===== src/rtl/rand_coord_gen.sv =====
// Uniform (x, y) grid coordinate generator: two free-running Fibonacci LFSRs with rejection sampling.
// Optional macro RAND_COORD_EXCLUDE_EN adds excl_x/excl_y to reject one forbidden coordinate.
module rand_coord_gen #(
   parameter int               WIDTH     = 8,
   parameter logic [WIDTH-1:0] TAPS      = 8'hB8,
   parameter int               X_RANGE   = 10,
   parameter int               Y_RANGE   = 10,
   parameter logic [WIDTH-1:0] SEED_X    = 8'h03,
   parameter logic [WIDTH-1:0] SEED_Y    = 8'h0B,
   parameter int               MAX_TRIES = 16
) (
   input  logic                         clk,
   input  logic                         reset,
   input  logic                         req,
   input  logic                         seed_load,
   input  logic [WIDTH-1:0]             seed_x,
   input  logic [WIDTH-1:0]             seed_y,
`ifdef RAND_COORD_EXCLUDE_EN
   input  logic [$clog2(X_RANGE)-1:0]   excl_x,
   input  logic [$clog2(Y_RANGE)-1:0]   excl_y,
`endif
   output logic                         busy,
   output logic                         valid,
   output logic [$clog2(X_RANGE)-1:0]   x_out,
   output logic [$clog2(Y_RANGE)-1:0]   y_out,
   output logic                         fallback
);

   localparam int XW = $clog2(X_RANGE);
   localparam int YW = $clog2(Y_RANGE);
   localparam int TW = (MAX_TRIES > 1) ? $clog2(MAX_TRIES) : 1;

   localparam logic [XW:0]   X_LIM    = (XW+1)'(X_RANGE);
   localparam logic [YW:0]   Y_LIM    = (YW+1)'(Y_RANGE);
   localparam logic [XW-1:0] X_SUB    = X_LIM[XW-1:0];
   localparam logic [YW-1:0] Y_SUB    = Y_LIM[YW-1:0];
   localparam logic [TW-1:0] LAST_TRY = TW'(MAX_TRIES - 1);

   typedef enum logic {
      IDLE,
      SEARCH
   } state_t;

   state_t          state_q;
   state_t          state_d;
   logic [TW-1:0]   tries_q;
   logic [TW-1:0]   tries_d;
   logic [WIDTH-1:0] x_reg;
   logic [WIDTH-1:0] y_reg;
   logic [WIDTH-1:0] x_load;
   logic [WIDTH-1:0] y_load;
   logic [XW-1:0]   cand_x;
   logic [YW-1:0]   cand_y;
   logic            in_x;
   logic            in_y;
   logic            excl_hit;
   logic            accept;
   logic            valid_d;
   logic            fallback_d;
   logic [XW-1:0]   x_out_d;
   logic [YW-1:0]   y_out_d;

   // A zero seed would lock the LFSR, so it is swapped for the reset seed.
   assign x_load = (seed_x == '0) ? SEED_X : seed_x;
   assign y_load = (seed_y == '0) ? SEED_Y : seed_y;

   always_ff @(posedge clk) begin
      if (reset) begin
         x_reg <= SEED_X;
         y_reg <= SEED_Y;
      end else if (seed_load) begin
         x_reg <= x_load;
         y_reg <= y_load;
      end else begin
         x_reg <= {x_reg[WIDTH-2:0], ^(x_reg & TAPS)};
         y_reg <= {y_reg[WIDTH-2:0], ^(y_reg & TAPS)};
      end
   end

   assign cand_x = x_reg[XW-1:0];
   assign cand_y = y_reg[YW-1:0];
   assign in_x   = ({1'b0, cand_x} < X_LIM);
   assign in_y   = ({1'b0, cand_y} < Y_LIM);

`ifdef RAND_COORD_EXCLUDE_EN
   assign excl_hit = (cand_x == excl_x) && (cand_y == excl_y);
`else
   assign excl_hit = 1'b0;
`endif

   assign accept = in_x && in_y && !excl_hit;
   assign busy   = (state_q == SEARCH);

   // Fallback folds an out-of-range candidate down by one range; it always lands in range
   // because each range exceeds half of its power-of-two candidate space.
   always_comb begin
      state_d    = state_q;
      tries_d    = tries_q;
      valid_d    = 1'b0;
      fallback_d = 1'b0;
      x_out_d    = x_out;
      y_out_d    = y_out;
      case (state_q)
         IDLE: begin
            if (req) begin
               state_d = SEARCH;
               tries_d = '0;
            end
         end
         SEARCH: begin
            if (accept) begin
               x_out_d = cand_x;
               y_out_d = cand_y;
               valid_d = 1'b1;
               state_d = IDLE;
            end else if (tries_q == LAST_TRY) begin
               x_out_d    = in_x ? cand_x : (cand_x - X_SUB);
               y_out_d    = in_y ? cand_y : (cand_y - Y_SUB);
               valid_d    = 1'b1;
               fallback_d = 1'b1;
               state_d    = IDLE;
            end else begin
               tries_d = tries_q + 1'b1;
            end
         end
         default: begin
            state_d = IDLE;
         end
      endcase
   end

   always_ff @(posedge clk) begin
      if (reset) begin
         state_q  <= IDLE;
         tries_q  <= '0;
         valid    <= 1'b0;
         fallback <= 1'b0;
         x_out    <= '0;
         y_out    <= '0;
      end else begin
         state_q  <= state_d;
         tries_q  <= tries_d;
         valid    <= valid_d;
         fallback <= fallback_d;
         x_out    <= x_out_d;
         y_out    <= y_out_d;
      end
   end

endmodule


===== config.mk =====
export PLATFORM = sky130hd
export DESIGN_NAME = rand_coord_gen
export DESIGN_NICKNAME = d
export VERILOG_FILES = /design/src/rtl/rand_coord_gen.sv
export SDC_FILE = /design/constraint.sdc
export NUM_CORES = 1
export LEC_CHECK = 0
export CORE_MARGIN = 5
export CORE_UTILIZATION = 49
export CTS_CLUSTER_SIZE = 28
export DETAILED_ROUTE_END_ITERATION = 8
export PLACE_DENSITY_LB_ADDON = 0.05
export REMOVE_ABC_BUFFERS = 1
export SKIP_CTS_REPAIR_TIMING = 1
export SYNTH_ARGS = -nofsm -noshare
export SYNTH_HDL_FRONTEND = slang
export SYNTH_SLANG_ARGS = --single-unit

===== constraint.sdc =====
create_clock -name clk -period 1.59 [get_ports clk]
set_clock_uncertainty 0.1 [all_clocks]
set_input_delay 0.477 -clock clk [delete_from_list [all_inputs] [get_ports clk]]
set_output_delay 0.477 -clock clk [all_outputs]
set_load 0.01 [all_outputs]

After elaboration in Yosys (flattened, before gate mapping)
Cells that the tools add are included.
{"block": "word_totals", "regBits": 31, "output_inout_bits": 11, "elab_cells": 48}
{"block": "classes", "n_addsub": 3, "n_lt_le_gt_ge": 2, "n_eq_ne": 4, "n_mux": 20, "n_bitwise": 1, "n_reduce_logical": 10}
{"operator": "$mux W4", "n": 9}
{"operator": "$mux W8", "n": 4}
{"operator": "$logic_not A8 Y1", "n": 2}
{"operator": "$reduce_xor A8 Y1", "n": 2}
{"operator": "$lt A4 B4 Y1 const B", "n": 2}
{"operator": "$pmux W4 S2", "n": 1}
{"operator": "$sub A4 B4 Y4 const B", "n": 2}
{"operator": "$ne A2 B2 Y1 const B", "n": 3}
{"operator": "$mux W1", "n": 5}
{"operator": "$add A4 B1 Y4 const B", "n": 1}
{"operator": "$eq A4 B4 Y1 const B", "n": 1}
{"operator": "$reduce_and A3 Y1", "n": 1}
{"operator": "$reduce_or A3 Y1", "n": 1}
{"operator": "$pmux W1 S2", "n": 1}
{"operator": "$reduce_and A2 Y1", "n": 1}
{"operator": "$reduce_bool A2 Y1", "n": 1}
{"operator": "$reduce_or A2 Y1", "n": 1}
{"operator": "$logic_and A1 B1 Y1", "n": 1}
{"operator": "$not A1 Y1", "n": 1}

Depth between registers and ports, before layout
{"block": "logic_depth", "ltp_word": 4, "ltp_mapped": 5}

Worst setup path before layout
No wires, ideal clock.
{"block": "synth_path", "path_kind": "input to register", "start": "input port seed_y[4]", "end": "register y_reg[0]", "setup_ns": 0.069, "arrival_time_ns": 1.310, "required_time_ns": 1.421, "setup_slack_ns": 0.111, "cell_stages": 4, "cell_sequence": "or4_1 > nor2_2 > nor3b_1 > o21ai_1"}
{"block": "synth_between", "elab_chain_cells": 3}
{"item": "from (decl)", "line": "17", "source": "input logic [WIDTH-1:0] seed_y,"}
{"item": "$logic_not A8 Y1", "line": "65", "source": "assign y_load = (seed_y == '0) ? SEED_Y : seed_y;"}
{"item": "$mux W8", "line": "65"}
{"item": "$mux W8", "line": "71", "source": "end else if (seed_load) begin"}
{"item": "to (signal assigned)", "line": "73", "source": "y_reg <= y_load;"}
{"item": "to (signal assigned)", "line": "76", "source": "y_reg <= {y_reg[WIDTH-2:0], ^(y_reg & TAPS)};"}
{"item": "to (decl)", "line": "49", "source": "logic [WIDTH-1:0] y_reg;"}
Every way passes these cells.
A chain may end at the register's enable or synchronous reset.

Worst setup path after layout
{"block": "layout_path", "start": "input port seed_x[6]", "end": "register x_reg[0]"}
{"block": "layout_between", "elab_chain_cells": 3}
{"item": "from (decl)", "line": "16", "source": "input logic [WIDTH-1:0] seed_x,"}
{"item": "$logic_not A8 Y1", "line": "64", "source": "assign x_load = (seed_x == '0) ? SEED_X : seed_x;"}
{"item": "$mux W8", "line": "64"}
{"item": "$mux W8", "line": "71"}
{"item": "to (signal assigned)", "line": "72", "source": "x_reg <= x_load;"}
{"item": "to (signal assigned)", "line": "75", "source": "x_reg <= {x_reg[WIDTH-2:0], ^(x_reg & TAPS)};"}
{"item": "to (decl)", "line": "48", "source": "logic [WIDTH-1:0] x_reg;"}
Every way passes these cells.

==> flow_summary.toml <==
[place]
gp_congestion = 0.819
placed_area_um2 = 1850
portBuffers = 30
dp_hpwl_um = 2300

[worst_hold_path]
hold_start = "seed_y[6]"
hold_class = "in -> reg"

[clock_network]
clockRootBuffer = "clkbuf_4"
cts_buffer_depth = 2
h-tree-depth = 2
cts_tree = "yes"
clock_latency_ns = 0.33
path_clk_slew_ns = 0.09
clock_sinks = 31
cts_buffers = 5

[logic_synthesis]
netlist_instances = 157
synth.avg_cell_area_um2 = 9.09
yosys.cell_types.count = 32
synth_top_area_share_pct = 43.5
synth.top_cells.by_count = "31 x dfxtp_1, 20 x nor2_1, 11 x a21oi_1, 11 x mux2i_1, 10 x nand3_1"
async_flop_share_pct = 0
synth_area_um2 = 1430
synth-seq-cells = 31
synth_seq_area_share_pct = 43.5
synth_edf_count = 0
synthMostInstantiatedCell = "dfxtp_1"
synth_ff_type = "dfxtp_1"
synth_top_area_cell = "dfxtp_1"
ys.warnings.count = 0
synth_area_leaders = "dfxtp_1 43%, mux2i_1 7.7%, nor2_1 5.3%"

[global_routing]
grt_pass1_wl_um = 5220
track_usage_pct = 16.4
top_usage_layer = "met2"
antenna_found_initial = 0
grtUsageMet1_pct = 18.4
met3_usage_pct = 4.90
grt_max_degree = 22
use_met2_pct = 27.0
overflow = 0
grt_pass1_vias = 1226

[critical_path]
arrival_ns = 1.72
r2r_start = "y_reg[2]$_SDFF_PP0_"
critPathMaxFanout = 2
cp-end-kind = "flip-flop"
critPathLaunch = "seed_x[6]"
required_ns = 1.76
path_class = "in -> reg"
cp-start-kind = "input port"

[timing]
fmax_mhz = 643
finalCritPeriodShare_pct = 97.8
hold_viol = 0
layout_min_cycle_time_ns = 1.56
rsz0062_at_grt = "false"
worst_slew_pin_slew_ns = 0.245
slew_violations = 0
relSlewSlack_pct = 83.6
setup_viol = 0
whs_ns = 0.333

[route]
first_pass_iters = 2
vias_per_cell = 5.35
drc = 0
post_drt_wl_per_cell_um = 13.5
drt-initial-drc-count = 50
via_count = 1235
wirelength_um = 3110
detail-route-antenna-nets = 0

[die]
fp.dieH_um = 64.0
start_util_pct = 51.3
dieArea_um2 = 4090
die_w_um = 64.0
top_level_ports = 31
coreArea_um2 = 2780
rows = 19

[final_layout]
antennaDiodeCount = 0
synthToLayoutAreaGrowth_pct = 39.7
stdcell_area_um2 = 1990
register_area_um2 = 621
nNetsFinal = 222
multi_input_area_um2 = 773
drive_gt1_share_pct = 17.5
n_fill_cell = 229

[flow_run]
drv_cap = 0

[run_status]
status = "finished clean"

[power_and_ir_drop]
p_leak_nw = 1.01
p_total_mw = 1.69
power_density_nw_per_um2 = 846
vdd_drop_max_mv = 0.618
-- cells by family (layout without fill, tap and decap cells) --
family                     Yosys count  in the layout  share of synthesized area [%]
and+or+nand+nor                     51             51                           18.2
DFF                                 31             31                           43.5
buffers and inverters               16             59                           4.64
muxes                               11             11                           7.71
adders and majority gates            3              3                           2.63
xor gates and xnor gates             7              7                           4.29
AOI/OAI and AO/OA                   38             38                           19.0
-- through the flow --
step	utilization [%]	TNS (ns)	worst slack (ns)	cells
6_report	71.7	0	0.0347	231
5_1_grt	71.7	0	0.000123	231
4_1_cts	69.1	-2.42	-0.235	231
3_5_place_dp	66.6	-2.22	-0.389	223
3_3_place_gp	66.6	-1.86	-0.338	223
2_1_floorplan	-	0	0.111	149
-- area by class of cell --
| cell class | instances | share of cell area (%) |
|---|---|---|
| clock buffers | 8 | 3.45 |
| inverters | 8 | 1.51 |
| multi-input cells | 110 | 38.8 |
| flip-flops and latches | 31 | 31.1 |
| well taps | 31 | 1.94 |
| repair buffers | 43 | 23.2 |
-- final timing paths --
path                                              end  cells after the start  slack (ns)
worst max-delay path              x_reg[0]$_SDFF_PP1_                      5        0.03
worst min-delay path              y_reg[6]$_SDFF_PP0_                      3        0.33
worst max register to register  y_out[1]$_SDFFE_PP0P_                      4        0.16
worst min register to register  y_out[2]$_SDFFE_PP0P_                      2        0.36
-- power breakdown --
part / switching (mW) / total [mW] / internal (mW)
combinational: 0.152 / 0.320 / 0.167
clock: 0.261 / 0.521 / 0.260
sequential: 0.0278 / 0.847 / 0.819
total: 0.441 / 1.69 / 1.25
-- per-layer routing --
| metal | vias up | wire length [um] |
|---|---|---|
| met5 | - | 0 |
| met4 | 0 | 73 |
| met3 | 6 | 145 |
| met2 | 28 | 1480 |
| met1 | 558 | 1420 |
| li1 | 643 | - |
-- worst max-delay path, stage by stage --
cell and delay, ns:
clkdlybuf4s50_1 0.42, or4_4 0.55, nor2_4 0.10, nor3b_1 0.05, o21ai_1 0.11
-- placed cells by master (no fill, tap or decap), types with 3 or more instances in the layout --
cell,synthesis,final
ha_1,3,3
clkbuf_4,0,5
o21ai_1,5,5
inv_1,8,8
nor3b_1,5,5
dlymetal6s2s_1,0,16
buf_4,0,11
a21oi_1,11,11
o21ai_0,7,7
nand2_1,4,4
nor2_1,20,19
o211ai_1,3,3
xnor2_1,5,5
clkdlybuf4s50_1,0,14
mux2i_1,11,11
or4_4,0,4
dfxtp_1,31,31
nor2_4,1,3
nand3_1,10,9
(Power assumes the default switching activity.)
